### src/rtl/fetch_pkg.sv
// Shared types and sizing helpers for the prefetching fetch stage.
package fetch_pkg;

    typedef enum logic [0:0] {
        RUN   = 1'b0,
        DRAIN = 1'b1
    } fetch_state_e;

    localparam int FETCH_ADDR_W = 16;
    localparam int FETCH_INST_W = 16;
    localparam int FETCH_DEPTH  = 4;

    function automatic int ptr_w(input int depth);
        return $clog2(depth) + 1;
    endfunction

    localparam int PTR_W = ptr_w(FETCH_DEPTH);
    localparam int INC   = FETCH_INST_W / 8;

    typedef struct packed {
        logic [FETCH_ADDR_W-1:0] addr;
        logic [FETCH_INST_W-1:0] inst;
        logic                    filled;
    } fetch_entry_t;

endpackage

### src/rtl/fetch_queue.sv
// Reservation FIFO: entries are allocated at issue, filled by in-order responses,
// and released at the decode handshake. Pointers carry one extra wrap bit.
module fetch_queue
    import fetch_pkg::*;
#(
    parameter int ADDR_W = FETCH_ADDR_W,
    parameter int INST_W = FETCH_INST_W,
    parameter int DEPTH  = FETCH_DEPTH,
    localparam int P_W   = ptr_w(DEPTH)
) (
    input  logic              clk,
    input  logic              rst,
    input  logic              i_flush,
    input  logic              i_alloc,
    input  logic [ADDR_W-1:0] i_alloc_addr,
    input  logic              i_fill,
    input  logic [INST_W-1:0] i_fill_data,
    input  logic              i_read,
    output logic              o_head_filled,
    output logic [ADDR_W-1:0] o_head_addr,
    output logic [INST_W-1:0] o_head_inst,
    output logic [P_W-1:0]    o_used,
    output logic [P_W-1:0]    o_pending
);
    localparam int IDX_W = P_W - 1;

    logic [ADDR_W-1:0] r_addr   [DEPTH];
    logic [INST_W-1:0] r_inst   [DEPTH];
    logic              r_filled [DEPTH];
    logic [P_W-1:0]    r_alloc_ptr, r_fill_ptr, r_read_ptr;

    logic [IDX_W-1:0]  w_alloc_idx, w_fill_idx, w_read_idx;

    assign w_alloc_idx = r_alloc_ptr[IDX_W-1:0];
    assign w_fill_idx  = r_fill_ptr[IDX_W-1:0];
    assign w_read_idx  = r_read_ptr[IDX_W-1:0];

    always_ff @(posedge clk) begin
        if (rst || i_flush) begin
            r_alloc_ptr <= '0;
            r_fill_ptr  <= '0;
            r_read_ptr  <= '0;
        end else begin
            if (i_alloc) r_alloc_ptr <= r_alloc_ptr + P_W'(1);
            if (i_fill)  r_fill_ptr  <= r_fill_ptr + P_W'(1);
            if (i_read)  r_read_ptr  <= r_read_ptr + P_W'(1);
        end
    end

    // Alloc/fill/read never target the same slot in one cycle, so order is free.
    genvar gi;
    generate
        for (gi = 0; gi < DEPTH; gi++) begin : g_entry
            always_ff @(posedge clk) begin
                if (rst || i_flush) begin
                    r_filled[gi] <= 1'b0;
                end else if (i_alloc && w_alloc_idx == IDX_W'(gi)) begin
                    r_filled[gi] <= 1'b0;
                end else if (i_fill && w_fill_idx == IDX_W'(gi)) begin
                    r_filled[gi] <= 1'b1;
                end else if (i_read && w_read_idx == IDX_W'(gi)) begin
                    r_filled[gi] <= 1'b0;
                end
                if (i_alloc && w_alloc_idx == IDX_W'(gi)) r_addr[gi] <= i_alloc_addr;
                if (i_fill && w_fill_idx == IDX_W'(gi))   r_inst[gi] <= i_fill_data;
            end
        end
    endgenerate

    assign o_head_filled = r_filled[w_read_idx];
    assign o_head_addr   = r_addr[w_read_idx];
    assign o_head_inst   = r_inst[w_read_idx];
    assign o_used        = r_alloc_ptr - r_read_ptr;
    assign o_pending     = r_alloc_ptr - r_fill_ptr;

endmodule

### src/rtl/prefetch_fetch_unit.sv
// Prefetching fetch stage: fetch PC, RUN/DRAIN flush FSM and perf counters around fetch_queue.
// Optional counters built when FETCH_PERF_EN is defined; otherwise the perf ports read zero.
module prefetch_fetch_unit
    import fetch_pkg::*;
#(
    parameter int              ADDR_W   = FETCH_ADDR_W,
    parameter int              INST_W   = FETCH_INST_W,
    parameter int              DEPTH    = FETCH_DEPTH,
    parameter logic [ADDR_W-1:0] RESET_PC = '0
) (
    input  logic              clk,
    input  logic              rst,
    input  logic              redirect,
    input  logic [ADDR_W-1:0] redirect_pc,
    output logic              imem_req,
    output logic [ADDR_W-1:0] imem_addr,
    input  logic              imem_gnt,
    input  logic              imem_rvalid,
    input  logic [INST_W-1:0] imem_rdata,
    output logic              inst_valid,
    output logic [INST_W-1:0] inst,
    output logic [ADDR_W-1:0] inst_pc,
    input  logic              inst_ready,
    output logic [15:0]       perf_fetched,
    output logic [15:0]       perf_flushes
);
    localparam int              P_W    = ptr_w(DEPTH);
    localparam logic [ADDR_W-1:0] PC_INC = ADDR_W'(INST_W / 8);

    fetch_state_e      r_state;
    logic [ADDR_W-1:0] r_fetch_pc;
    logic [P_W-1:0]    r_drop_cnt;

    logic              w_head_filled, w_issue, w_fill, w_hs;
    logic [P_W-1:0]    w_used, w_pending, w_outstanding, w_drop_next;

    assign imem_req   = ~rst & (r_state == RUN) & (w_used < P_W'(DEPTH)) & ~redirect;
    assign imem_addr  = r_fetch_pc;
    assign w_issue    = imem_req & imem_gnt;
    assign inst_valid = ~rst & w_head_filled & ~redirect;
    assign w_hs       = inst_valid & inst_ready;

    // In DRAIN the queue is empty, so live requests are exactly the ones still to drop.
    assign w_outstanding = w_pending + r_drop_cnt;
    assign w_fill        = imem_rvalid & ~redirect & (r_state == RUN) & (w_pending != '0);
    assign w_drop_next   = (imem_rvalid && w_outstanding != '0) ? w_outstanding - P_W'(1)
                                                                : w_outstanding;

    fetch_queue #(
        .ADDR_W (ADDR_W),
        .INST_W (INST_W),
        .DEPTH  (DEPTH)
    ) u_queue (
        .clk           (clk),
        .rst           (rst),
        .i_flush       (redirect),
        .i_alloc       (w_issue),
        .i_alloc_addr  (r_fetch_pc),
        .i_fill        (w_fill),
        .i_fill_data   (imem_rdata),
        .i_read        (w_hs),
        .o_head_filled (w_head_filled),
        .o_head_addr   (inst_pc),
        .o_head_inst   (inst),
        .o_used        (w_used),
        .o_pending     (w_pending)
    );

    always_ff @(posedge clk) begin
        if (rst) begin
            r_state    <= RUN;
            r_fetch_pc <= RESET_PC;
            r_drop_cnt <= '0;
        end else if (redirect) begin
            r_fetch_pc <= redirect_pc;
            r_drop_cnt <= w_drop_next;
            r_state    <= (w_drop_next != '0) ? DRAIN : RUN;
        end else begin
            if (w_issue) r_fetch_pc <= r_fetch_pc + PC_INC;
            if (r_state == DRAIN && imem_rvalid && r_drop_cnt != '0) begin
                r_drop_cnt <= r_drop_cnt - P_W'(1);
                if (r_drop_cnt == P_W'(1)) r_state <= RUN;
            end
        end
    end

    a_no_orphan_rvalid: assert property (@(posedge clk) disable iff (rst)
        !(imem_rvalid && w_outstanding == '0));

`ifdef FETCH_PERF_EN
    logic [15:0] r_perf_fetched, r_perf_flushes;

    always_ff @(posedge clk) begin
        if (rst) begin
            r_perf_fetched <= 16'h0000;
            r_perf_flushes <= 16'h0000;
        end else begin
            if (w_hs && r_perf_fetched != 16'hFFFF)     r_perf_fetched <= r_perf_fetched + 16'd1;
            if (redirect && r_perf_flushes != 16'hFFFF) r_perf_flushes <= r_perf_flushes + 16'd1;
        end
    end

    assign perf_fetched = r_perf_fetched;
    assign perf_flushes = r_perf_flushes;
`else
    assign perf_fetched = 16'h0000;
    assign perf_flushes = 16'h0000;
`endif

endmodule

### config.mk
export PLATFORM = sky130hd
export DESIGN_NAME = prefetch_fetch_unit
export DESIGN_NICKNAME = d
export VERILOG_FILES = /design/src/rtl/fetch_pkg.sv /design/src/rtl/fetch_queue.sv /design/src/rtl/prefetch_fetch_unit.sv
export SDC_FILE = /design/constraint.sdc
export NUM_CORES = 1
export LEC_CHECK = 0
export CORE_AREA = 8 8 132 134
export DETAILED_ROUTE_END_ITERATION = 8
export DIE_AREA = 0 0 140 142
export GPL_ROUTABILITY_DRIVEN = 0
export GPL_TIMING_DRIVEN = 0
export PLACE_DENSITY = 0.75
export RECOVER_POWER = 50
export SETUP_SLACK_MARGIN = 0.4
export SLEW_MARGIN = 40
export SYNTH_ARGS = -nofsm -noshare
export SYNTH_HDL_FRONTEND = slang
export SYNTH_SLANG_ARGS = --single-unit
### constraint.sdc
create_clock -name clk -period 2.9 [get_ports clk]
set_input_delay 0.58 -clock clk [delete_from_list [all_inputs] [get_ports clk]]
set_output_delay 0.58 -clock clk [all_outputs]
set_load 0.05 [all_outputs]
**Word-level counts from Yosys, hierarchy flattened**

Memory sizes are Yosys's and may differ from the RTL's. A register that Yosys moved wholly into a read port is not among the register bits.
Cells that the tools add are included.
Widths: inputs -> output; s select.

- $add $sub $neg: 9
- Magnitude comparators: 1
- Eq/ne operators: 10
- Muxes and demuxes: 103
- Bitwise logic cells: 25
- Reduce and logical (&&, ||, !) cells: 33

Operators by type and width:

| kind | number |
|---|---|
| $mux 16 | 8 |
| $reduce_or 16->1 | 6 |
| $mux 1 | 80 |
| $mux 2 | 12 |
| $add 16x2->16 const B | 1 |
| $logic_and 1x1->1 | 15 |
| $eq 2x2->1 const B | 6 |
| $or 1x1->1 | 12 |
| $reduce_bool 3->1 | 4 |
| $and 1x1->1 | 10 |
| $add 3x1->3 const B | 3 |
| $mux 3 | 3 |
| $eq 2x1->1 const B | 3 |
| $logic_not 2->1 | 3 |
| $reduce_bool 2->1 | 3 |
| $sub 3x1->3 const B | 2 |
| $sub 3x3->3 | 2 |
| $add 3x3->3 | 1 |
| $eq 3x1->1 const B | 1 |
| $lt 3x3->1 const B | 1 |
| $not 1->1 | 3 |
| $reduce_and 2->1 | 1 |
| $logic_or 1x1->1 | 1 |

- Flip-flop bits (word level): 29
- Bits in writable memories: 132
- Input port bits: 38
- Logic and storage cells: 190
- Memories: 3

Memory list:

| memory | words | width | read ports | clocked after memory_dff | write ports | line | RTL |
|---|---|---|---|---|---|---|---|
| u_queue.r_addr | 4 | 16 | 1 | 1 | 1 | fetch_queue.sv:27 | `logic [ADDR_W-1:0] r_addr [DEPTH];` |
| u_queue.r_inst | 4 | 16 | 1 | 1 | 1 | fetch_queue.sv:28 | `logic [INST_W-1:0] r_inst [DEPTH];` |
| u_queue.r_filled | 4 | 1 | 1 | 1 | 4 | fetch_queue.sv:29 | `logic r_filled [DEPTH];` |

**Depth between registers and ports, before layout**

Gate-level depths: netlist of run 1.

- Word-level depth: 12
- Mapped depth: 15
- Depth with buffers taken out: 14

**Cells and area by module**

From an unflattened synthesis of run 1, not the netlist that was laid out.

- Cells, all modules: 457
- Area, all modules: 7168.1 um2

Modules (own cells, without submodules):

| module | instances | cells each | area each (um2) |
|---|---|---|---|
| fetch_queue | 1 | 267 | 5621.6 |
| prefetch_fetch_unit | 1 | 190 | 1546.5 |

**Worst setup path after synthesis of run 1**

OpenSTA, ideal clock, no wires.

- Path type: input to output
- From: input port redirect
- To: output port imem_req
- Arrival time: 2.510 ns
- Required time: 2.320 ns
- Path slack: -0.190 ns
- Stages: 6
- Cells stage by stage: buf_6 > inv_1 > clkbuf_1 > nand2_1 > clkbuf_1 > nor3_1

- Longest elaborated chain between the ends: 2

Ends and longest elaborated chain:

| item | line | RTL |
|---|---|---|
| from (decl) | prefetch_fetch_unit.sv:13 | `input logic redirect,` |
| $not 1->1 | prefetch_fetch_unit.sv:37 | `assign imem_req = ~rst & (r_state == RUN) & (w_used < P_W'(DEPTH)) & ~redirect;` |
| $and 1x1->1 | prefetch_fetch_unit.sv:37 |  |
| to (decl) | prefetch_fetch_unit.sv:15 | `output logic imem_req,` |

Every way passes these cells.

**Worst setup path in the final report of run 1**

- From: input port rst
- To: memory u_queue.r_addr[2][14] (netlist name) (enable)

- Longest elaborated chain between the ends: 12
- Elaborated cells on any way between the ends: 26

Ends and longest elaborated chain:

| item | line | RTL |
|---|---|---|
| from (decl) | prefetch_fetch_unit.sv:12 | `input logic rst,` |
| $not 1->1 (*) | prefetch_fetch_unit.sv:37 |  |
| $and 1x1->1 (*) (3 in series) | prefetch_fetch_unit.sv:37 |  |
| $and 1x1->1 (*) | prefetch_fetch_unit.sv:39 | `assign w_issue = imem_req & imem_gnt;` |
| $logic_and 1x1->1 | fetch_queue.sv:64 | `if (i_alloc && w_alloc_idx == IDX_W'(gi)) r_addr[gi] <= i_alloc_addr;` |
| $mux 1 | fetch_queue.sv:64 |  |
| $mux 1 (implied by the code) | fetch_queue.sv:64 |  |
| $reduce_or 16->1 (no line) | n/a |  |
| $mux 2 (no line) or $mux 1 (tied branches) (3 in series) | n/a |  |
| to (decl) | fetch_queue.sv:27 |  |

Mark *: on every way between the ends. The rest lies on a longest branch, timed or not.

==> summary.md, run 1 <==
The tools report the core footprint as 15,420 sq um. Endpoint class of the critical path: a flop. The count of antenna-violating nets left after detailed routing was 0; the number of detailed-routing iterations run before antenna repair was 5. The synthesized design contains 163 register bits. Counting the buffers created by CTS gives 17.

Cell taking the most area after synthesis: edfxtp_1. The number of hold buffers added after CTS was 0. Measured along the x axis, the die boundary spans 140 um. Clock tree synthesis found a total of 163 sinks.

For the worst setup path, the data required time is 3.03 ns. After routing, the total negative slack on setup checks comes to 0 ns. The area share of the largest cell type after synthesis is 55.30%, and the detailed-placement wirelength estimate is 10,920 um. The post-route netlist has 29.75% of its cells at a drive strength greater than 1. TritonCTS built the clock tree. Summing all placed instances gives a cell area of 8466 sq um. The total wire length after detailed routing was 16,130 um; the mean post-synth cell area was 15.35 sq um. For the pin with the worst max-slew slack, the measured transition is 0.6504 ns.

The leakage power of the design came out at 3.275 nW. Among all flip-flop cells after synthesis, the most frequent one is edfxtp_1. The share of the cycle needed by the critical path after routing is 97.55%.

The tree is rooted in a clkbuf_16. For the switching power summed over all nets, the log shows 1.289 mW. Yosys instantiated no cell more often than edfxtp_1. The average vias per placed instance came out at 5.362. The number of core rows was 46. The count of pins on the block boundary is 120, and the largest driver fanout on the critical path is 10. The data arrival time of the critical path came out at 2.95 ns.

For this run, the share of the core covered by cells in the final layout is 59.30%. Number of cells in the finished layout apart from fillers: 824. Headroom to the max-slew limit came out at 55.40%.

For the initial DRC count, the log shows 426. Measured along the y axis, the die boundary spans 142 um. The clock passes through at most 2 buffers.

The multi-input combinational cells in the finished layout cover a total of 2377 sq um. The tools report the number of warnings reported in the yosys synthesis log as 0. By area the synthesized netlist is led by edfxtp_1 (55%), mux4_2 (10%), dfxtp_1 (8.7%). The run gives 52 as the number of distinct library cell variants in the gate-level netlist after synthesis.

The clock network is responsible for 40.1% of the overall power. For this run, design rule violations remaining after detail routing come to 0. The logs give 63.96% for the share of synthesized area occupied by flip-flops and latches and 0 for the number of violations of the max-capacitance limit.

Across all layers, the routed design uses 4,418 vias. Global routing usage summed across all routing layers: 16.58%. For the initial antenna violation count, the log shows 0. Counting every instance in the synthesized netlist gives 467.

Setup repair after global routing could not meet its margin everywhere. The floorplan die area is 19,880 sq um. The sequential fraction of design power was 49.0%; the net count of the finished layout was 680. The type of the worst setup path is input pin to flop. Counting I/O delays and the setup requirement, the final critical path takes 2.829 ns. The classification of the worst-slack hold path was flop to flop.

Clock-pin slew was measured on the worst setup and hold paths at 0.06 ns. For the peak ir drop on the vdd network, the log shows 0.3734 mV. Number of max-slew violations in the final report: 0. For the cell total after placement, the log shows 776. The maximum number of pins on one net before global-route repair was 19. Cell area power density: 583.5 nW/um^2. The worst path meets setup with 0.07100 ns of slack. The run gives 4592 sq um as the sequential standard cell area.

The total of buffers placed on input and output ports was 86. For this run, asynchronously set or reset flops after synthesis account for 0%. The run gives 7168 sq um as the cell area after synthesis. The clock reaches the later pin of the worst-skew pair after 0.42 ns. The pre-CTS setup slack was -0.6528 ns. Setup violations remaining at the end of the flow were counted as 0.

The H-tree was split into 4 levels. The logs give 46.47% for the initial standard-cell utilization of the core and 4.048 mW for the internal power consumption. The run gives 0.5520 ns as the tightest hold margin. Of the total power, the share spent switching nets is 24.15%.

Sorting the synthesized cells by how often they occur yields edfxtp_1 (132), buf_4 (33), mux4_2 (33). The via count of the first global-routing pass came out at 4,659. Between clock sinks in the finished design, the worst skew comes to 0.007113 ns.

The area growth from synthesis to layout is 27.60%. The share of total power in combinational logic is 10.9%. The worst setup path is launched from an input pin. The wire length per cell was 19.57 um. For the total of fill cells in the finished design, the log shows 1,175. The run finished with clean final reports.

Global routing finished with a remaining overflow of 0. The number of diodes came out at 0. The first global-routing pass estimated 25,230 um of wire. The total chip power is 5.337 mW, and the number of synthesized flops with an enable pin is 132.

Maximum achievable frequency: 353.5 MHz. After routing the design area is 9146 sq um. Hold violation count in the final report: 0.
registers in the layout, indices dropped and copies added, names as in the netlist, named ones only:
register,count
u_queue.r_alloc_ptr,3
u_queue.r_read_ptr,3
imem_addr,16
u_queue.r_inst,64
u_queue.r_filled,4
r_drop_cnt,3
r_state,1
u_queue.r_addr,64
u_queue.r_fill_ptr,3
power by group through the flow:
stage,registers (mW),clock network [mW],logic [mW]
5_1_grt,2.62,2.26,0.619
3_5_place_dp,2.66,0,0.552
3_3_place_gp,2.66,0,0.538
4_1_cts,2.61,2.16,0.569
2_1_floorplan,2.70,0,0.340
6_report,2.61,2.14,0.584
final cells by class:
cell class,instances,area share (%)
clock buffer,18,4.692
inverter,26,1.259
multi-input combinational,256,25.99
sequential,163,50.21
tap,192,2.627
buffer,53,4.419
timing repair buffer,102,9.330
clock inverter,14,1.477
placed cells by master (no fill, tap or decap), types with 3 or more instances in the layout:
cell type	count
a2111oi_0	3
buf_2	32
nand3_1	11
a2111o_1	4
mux4_2	33
a21oi_1	5
and3_1	8
nor2_1	25
clkinv_1	3
mux2i_1	5
o21ai_0	5
dfxtp_1	29
a311oi_1	4
a211oi_1	4
nand2_1	17
clkbuf_2	4
dlygate4sd3_1	16
ha_1	18
or3_1	6
clkinv_2	3
inv_1	19
clkinvlp_4	7
clkdlybuf4s50_1	36
edfxtp_1	132
clkbuf_1	10
buf_12	5
xnor2_1	9
nor3_1	6
clkbuf_16	17
buf_4	48
nand4_1	5
conb_1	32
inv_6	3
final timing paths:
path / from / end / slack [ns] / depth (start not counted)
worst max-delay path: rst / u_queue.r_addr[2][14]$_DFFE_PP_ / 0.07 / 7
worst min-delay path: u_queue.r_read_ptr[2]$_SDFFE_PN0N_ / u_queue.r_read_ptr[2]$_SDFFE_PN0N_ / 0.55 / 2
worst max register to register: u_queue.r_alloc_ptr[0]$_SDFFE_PN0P_ / r_drop_cnt[2]$_SDFFE_PP0P_ / 0.08 / 13
worst min register to register: u_queue.r_read_ptr[2]$_SDFFE_PN0N_ / u_queue.r_read_ptr[2]$_SDFFE_PN0N_ / 0.55 / 2
logic make-up (layout without fill, tap and decap cells):
| logic type | after synthesis | after routing | synth area share [%] |
|---|---|---|---|
| compound gates | 47 | 47 | 5.219 |
| other cells | 1 | 32 | 0.05231 |
| fa+ha+maj | 23 | 23 | 4.224 |
| flops | 163 | 163 | 63.96 |
| buf+inv | 79 | 213 | 6.162 |
| mux | 41 | 41 | 11.54 |
| simple gates | 99 | 99 | 6.947 |
| xor+xnor | 14 | 14 | 1.903 |
critical path: stages:
cell,delay (ns)
clkdlybuf4s50_1,0.51
or4b_4,0.52
nor2_1,0.18
mux2_1,0.23
clkbuf_1,0.47
and2_4,0.29
buf_4,0.16
per-layer routing:
layer  global-route usage, %  vias up  wire length (um)
met5                       0        -                 0
met4                   6.914        0               370
met3                   4.394       26               879
met2                   28.61      183              8373
met1                   19.32     2172              6501
li1                        -     2037                 -
repair_timing:
action | CTS | global route
gates cloned | 0 | 0
buffers inserted | 15 | 1
gates resized for setup | 194 | 18
setup endpoints to repair | 139 | 47
pin swaps | 5 | 3
endpoints found under the hold margin | 0 | 0
(Power assumes the default switching activity.)
==> run 2, diff against run 1 <==
- ABC_AREA: unset -> 1
- CORE_AREA: 8 8 132 134 -> 8 8 133 135
- DIE_AREA: 0 0 140 142 -> 0 0 141 143
- PLACE_DENSITY: 0.75 -> 0.76
==> summary.md, run 2 <==
Headroom to the max-slew limit came out at 36.03%. The layout has 1,267 filler cells. The top cell type by area accounts for 53.22% of the synthesized area.

The flow ran to the end, and the final reports show no timing, DRC or antenna violations. For the number of violations of the max-capacitance limit, the log shows 0. The floorplan die area is 20,160 sq um, and the number of vias in the routed layout is 5,488.

The clock tree skew after final layout is 0.01217 ns. The fraction of registers with async set/reset was 0%. Among all cell types in the netlist, the one instantiated most often is edfxtp_1. The count of nets left with antenna violations once routing finished came out at 0. The clock period could shrink to 2.857 ns. TritonCTS built the clock tree.

Setup violations remaining at the end of the flow were counted as 0. Buffers inserted to repair hold after CTS numbered 0. The number of synthesized flops with an enable pin came out at 132. The hold violation count in the final report came out at 0. In this run the worst hold path is classified as flop to flop. After synthesis the cells add up to 7448 sq um.

Clock-pin transition on the worst setup and hold timing paths: 0.06 ns. By area the synthesized netlist is led by edfxtp_1 (53%), dfxtp_1 (8.3%), nand2_1 (5.5%). Number of buffers inserted during clock tree synthesis: 17. Number of warnings reported in the yosys synthesis log: 0. STA classifies the critical path startpoint as a flop. The first global-routing pass estimated 26,960 um of wire. The logs give 61.55% for the share of synthesized area occupied by flip-flops and latches and 919 for the net count of the finished layout. The via count of the first global-routing pass is 5,367, and the peak per-stage delay on the critical path is 0.57 ns. At the pin with the least slew margin, the transition time is 0.9585 ns. The most frequent standard cell in the layout excluding fill and tap cells was edfxtp_1. The first detailed-routing pass took 4 iterations. The largest driver fanout on the critical path is 5, and the core footprint is 15,600 sq um. Setup repair after global routing could not meet its margin everywhere. For this run the aggregate overflow at the end of global routing stands at 0.

For this block, the initial DRC count from the detailed router was 368. Detailed placement finished with a half-perimeter wire length of 11,490 um. STA puts the critical path data required time at 3.22 ns.

Summed over all layers, the routed wires come to 17,180 um. The tools report the cell at the root of the clock tree as clkbuf_16. STA classifies the critical path endpoint as a flop. Type of the worst setup path: flop to flop.

The data arrival time of the critical path was 3.18 ns. The count of pins on the block boundary came out at 120. Walking the worst path, the cells encountered are inv_4 -> ha_4 -> inv_2 -> fa_2 -> fa_2 -> inv_2 -> ha_4 -> ha_4 -> or2_4 -> buf_8 -> xor2_4 -> nor2_1 -> nand2_1 -> nand3_1 -> nand2_1. Multi-input combinational cell area: 2477 sq um. Across the whole layout, storage elements account for 4593 sq um. The tree built by TritonCTS fans out to 163 sinks.

After layout, the worst path uses 98.52% of the clock period. The tools report the number of max-slew violations in the final report as 0. In the final layout, the share of cells above drive strength 1 is 17.68%. The cell repeated most along the worst path is ha_4. From synthesis to final layout, the design area changed by 25.31%.

The average vias per placed instance was 5.049; the maximum achievable frequency was 350.0 MHz. Worst setup margin: 0.04281 ns. In the synthesized netlist, the cells that appear most often are edfxtp_1 (132), nand2_1 (110), nor2_1 (101).

Summed over all instances, the cell type with the most area after synthesis is edfxtp_1. The most used flip-flop cell after synthesis is edfxtp_1. The critical-path cell with the highest stage delay was fa_2.

For this run, the total global-route usage over all layers was measured as 17.22%. Synthesis instantiated 35 different standard cells from the library. After synthesis, the mean cell area works out to 10.37 sq um. The logs give 718 for the number of instances in the synthesized netlist and 0.4702 mV for the peak ir drop on the vdd network. The clock latency at the later pin of the worst-skew pair was 0.42 ns; the total of buffers placed on input and output ports was 86. Entering global routing, the biggest net connects 21 pins. The tools report the total chip power as 5.514 mW.

The logs give 0 ns for the total negative slack for setup checks and 2 for the maximum clock path buffer count. The top cell types in the final layout, fill and taps aside, are edfxtp_1 (132), nand2_1 (110), nor2_1 (100). For the pre-CTS setup slack, the log shows -0.2374 ns. For the initial antenna violation count, the log shows 0. CTS built an H-tree with a depth of 4.

Cell area power density: 590.8 nW/um^2. The count of state elements after synthesis works out to 163. From bottom edge to top edge, the die measures 143 um. The logs give 0 for the number of diodes and 47.75% for the initial standard-cell utilization of the core. Dividing the detail-routed wire length by the instance count gives 15.81 um. The run gives 0 as the number of remaining DRC errors. In this run the horizontal extent of the chip is 141 um. Number of core rows: 46.

The tools report the leakage power of the design as 3.561 nW.
[run 2: cell count changes in the layout (fill, tap and decap cells not counted), sizes merged, moves of 20 or more]
cell	previous run	this run
inv	25	45
mux4	33	0
nand2	20	112
nand3	11	38
nor2	27	105
o21ai	7	81
o22ai	0	32
[run 2: area by class of cell]
| class | instances | share of cell area [%] |
|---|---|---|
| repair buffers | 90 | 8.217 |
| clock buffers | 19 | 4.638 |
| multi-input cells | 473 | 26.54 |
| flip-flops and latches | 163 | 49.21 |
| well taps | 216 | 2.895 |
| clock inverters | 13 | 1.716 |
| inverters | 50 | 2.279 |
| plain buffers | 63 | 4.504 |
[run 2: cell families (layout without fill, tap and decap cells)]
| kind of cell | Yosys count | count (layout) | synth area share (%) |
|---|---|---|---|
| simple gates | 272 | 272 | 15.57 |
| flops | 163 | 163 | 61.55 |
| compound gates | 137 | 137 | 9.894 |
| buf+inv | 113 | 235 | 7.811 |
| fa+ha+maj | 23 | 23 | 4.065 |
| xor+xnor | 9 | 9 | 1.058 |
| other cells | 1 | 32 | 0.05035 |
[run 2: critical path, delay by kind of cell, from the launching register on]
| family | cells | cell delay [ns] |
|---|---|---|
| xor+xnor | 1 | 0.18 |
| fa+ha+maj | 5 | 1.44 |
| buf+inv | 4 | 0.27 |
| flops | 1 | 0.36 |
| simple gates | 5 | 0.50 |
[run 2: final timing paths]
| path | endpoint | depth (start not counted) | slack, ns | from |
|---|---|---|---|---|
| worst min-delay path | u_queue.r_fill_ptr[0]$_SDFFE_PN0N_ | 1 | 0.50 | u_queue.r_fill_ptr[0]$_SDFFE_PN0N_ |
| worst min register to register | u_queue.r_fill_ptr[0]$_SDFFE_PN0N_ | 1 | 0.50 | u_queue.r_fill_ptr[0]$_SDFFE_PN0N_ |
| worst max-delay path | r_state$_SDFFE_PP0P_ | 15 | 0.04 | u_queue.r_alloc_ptr[0]$_SDFFE_PN0P_ |
| worst max register to register | r_state$_SDFFE_PP0P_ | 15 | 0.04 | u_queue.r_alloc_ptr[0]$_SDFFE_PN0P_ |
[run 2: layer usage]
| layer | GRT usage [%] | vias up | wire, um |
|---|---|---|---|
| met5 | 0 | - | 0 |
| li1 | - | 2690 | - |
| met2 | 28.88 | 221 | 8387 |
| met1 | 20.25 | 2553 | 7010 |
| met4 | 7.692 | 0 | 322 |
| met3 | 4.942 | 24 | 1461 |
[run 2: repair_timing]
| item | 4_1_cts | 5_1_grt |
|---|---|---|
| gates resized for setup | 214 | 56 |
| pin swaps | 10 | 5 |
| setup buffers | 3 | 1 |
| setup endpoints to repair | 89 | 92 |
[run 2: stage by stage]
step                      instances  hold slack [ns]  cell area (sq um)  utilization, %
after CTS                      1086           0.5026               9320           59.75
after global placement         1051           0.4935               8731           55.98
after detailed placement       1051           0.5178               8748           56.09
after floorplan                 749           0.4733               7600               -
final                          1087           0.5036               9334           59.84
after global routing           1087           0.5197               9334           59.84
[run 2: power by group]
group | leakage (nW) | switching (mW) | internal, mW
clock network | 0.287 | 0.868 | 1.35
logic | 1.82 | 0.428 | 0.235
registers | 1.45 | 0.0594 | 2.57
total | 3.56 | 1.36 | 4.16
==> run 3, diff against run 2 <==
- CTS_CLUSTER_DIAMETER: unset -> 150
- CTS_CLUSTER_SIZE: unset -> 25
==> results of run 3 <==
Same layout as run 2: the final DEF is identical, and so are final timing and power.
==> edit: new RTL, settings of run 1 <==
Set the package constant `FETCH_INST_W` to 18 (it was 16).
--- a/src/rtl/fetch_pkg.sv
+++ b/src/rtl/fetch_pkg.sv
@@ -8,5 +8,5 @@
 
     localparam int FETCH_ADDR_W = 16;
-    localparam int FETCH_INST_W = 16;
+    localparam int FETCH_INST_W = 18;
     localparam int FETCH_DEPTH  = 4;
 
Interface: changed (resized imem_rdata and inst); port bits go from 120 to 124. No check against the original RTL was run, so the function may have changed too.
==> edit against run 1 <==
Critical path depth is 6 higher. Routed wire length is 4.6% higher. Clock skew is 3.3 ps higher. Count of clock-buffer cells in the layout is 1 higher. Worst setup slack better by 88 ps. Sequential cell count is 8 higher. Design area is 5.8% higher. Hold slack worse by 21 ps. Synthesized area is 3.8% higher. Total power is 13% higher. Critical endpoint is now r_drop_cnt[0].
==> edit: results (changes against run 1) <==
| Metric | Value |
|---|---|
| First-iteration detailed-routing DRC count | `326 (-23%)` |
| Residual DRC count | `0 (unchanged)` |
| First-pass GRT wire length | `25700 um (+1.9%)` |
| Worst-Margin Slew | `618 ps (-32.2 ps)` |
| Layout cells sized above 1 | `0.315 (+0.0170)` |
| IO Port Bufs | `91 (+5.8%)` |
| Count of different cell masters after synthesis | `55 (+5.8%)` |
| Dpl hpwl | `11200 um (+2.9%)` |
| Dominant cells by area after synthesis | `edfxtp_1 57%, mux4_2 11%, dfxtp_1 8.3%` |
| Layout Nets | `705 (+3.7%)` |
| Pleak | `0.00350 uW (+7.0%)` |
| Switching power | `1350 uW (+4.8%)` |
| Clock skew | `10.5 ps (+3.35 ps)` |
| Crit Path Max Fanout | `4 (-6)` |
| Pre-antenna DRT Iters | `4 (-1)` |
| Critical path's largest stage delay | `450 ps (-70 ps)` |
| Number of flops mapped to enable cells by yosys | `140 (+6.1%)` |
| Vias in the first global route | `4722 (+1.4%)` |
| Post-synthesis mux area share | `0.112 (-0.00333)` |
| Place WS | `-505 ps (+148 ps)` |
| Synth top cells by count | `140 x edfxtp_1, 35 x mux4_2, 32 x buf_4` |
| Via/cell ratio | `5.40 (+0.81%)` |
| WP data arrival | `3080 ps (+130 ps)` |
| Outcome | `completed` |
| Largest net degree at the start of global routing | `20 (+1)` |
| Drt wl/cell | `19.9 um (+1.8%)` |
| Worst path slowest cell | `fa_1` |
| Synth Area in Compound Gates | `0.0533 (+0.00114)` |
| Peak supply drop | `0.000465 V (+25%)` |
| Fillers | `1092 (-7.1%)` |
| CP top delay family | `adder cells` |
| Seq/Total Area, Yosys | `0.649 (+0.00917)` |
| Adder-cell share of the synthesized area | `0.0407 (-0.00153)` |
| Total GRT Usage | `0.171 (+0.00560)` |
edit: cell types whose count changed in the layout (fill, tap and decap cells not counted), moves of 6 or more:
cell        delta
nand2_1       +10
clkinvlp_4     -6
buf_4          +8
nor2_1         -7
edfxtp_1       +8
o311ai_1       +7
edit: worst paths after layout:
kind / to / cells past startpoint / slack [ps] / startpoint
setup / recovery: r_drop_cnt[0] / 13 / 160 / u_queue.r_alloc_ptr[0]
hold / removal: u_queue.r_addr[3][15] / 0 / 530 / imem_addr[15]
hold reg to reg: u_queue.r_addr[3][15] / 0 / 530 / imem_addr[15]
setup reg to reg: r_drop_cnt[0] / 13 / 160 / u_queue.r_alloc_ptr[0]
edit: cell families after synthesis:
kind of cell / Yosys count
flip-flops: 171
AND/OR/NAND/NOR: 99
buffers and inverters: 77
AO/OA/AOI/OAI: 52
multiplexers: 39
adder cells (fa/ha/maj): 23
XOR/XNOR: 16
other: 1
edit: cell type report:
| class | count | area, um^2 | area share |
|---|---|---|---|
| Buffer | 52 | 408 | 0.0421 |
| Tap cell | 192 | 240 | 0.0248 |
| Inverter | 25 | 124 | 0.0128 |
| Clock inverter | 13 | 260 | 0.0269 |
| Multi-Input combinational cell | 261 | 2430 | 0.251 |
| Sequential cell | 171 | 4830 | 0.499 |
| Timing Repair Buffer | 114 | 933 | 0.0964 |
| Clock buffer | 19 | 453 | 0.0468 |
edit: layer usage:
metal	part of all wire	GRT usage	up-vias
li1	-	-	2099
met1	0.41	0.200	2264
met2	0.52	0.295	183
met3	0.050	0.0399	32
met4	0.027	0.0840	0
met5	0	0	-
edit: power by group through the flow:
stage / registers, uW / clock network, uW / logic, uW
2_1_floorplan: 2830 / 0 / 342
3_3_place_gp: 2790 / 0 / 545
3_5_place_dp: 2800 / 0 / 561
4_1_cts: 2740 / 2700 / 585
5_1_grt: 2750 / 2800 / 636
6_report: 2750 / 2680 / 603
edit: timing repair:
action | 4_1_cts | 5_1_grt
setup endpoints to repair | 61 | 39
pin swaps | 12 | 9
gates resized for setup | 223 | 29
buffers inserted | 10 | 13
edit: metrics by stage:
step,std cells,hold slack [ps],setup TNS [ps],area [um^2]
after global placement,792,524,-27960,8730
after detailed placement,792,520,-7250,8740
after floorplan,509,492,0,7580
after CTS,834,532,0,9580
final,847,531,0,9680
after global routing,847,548,0,9680
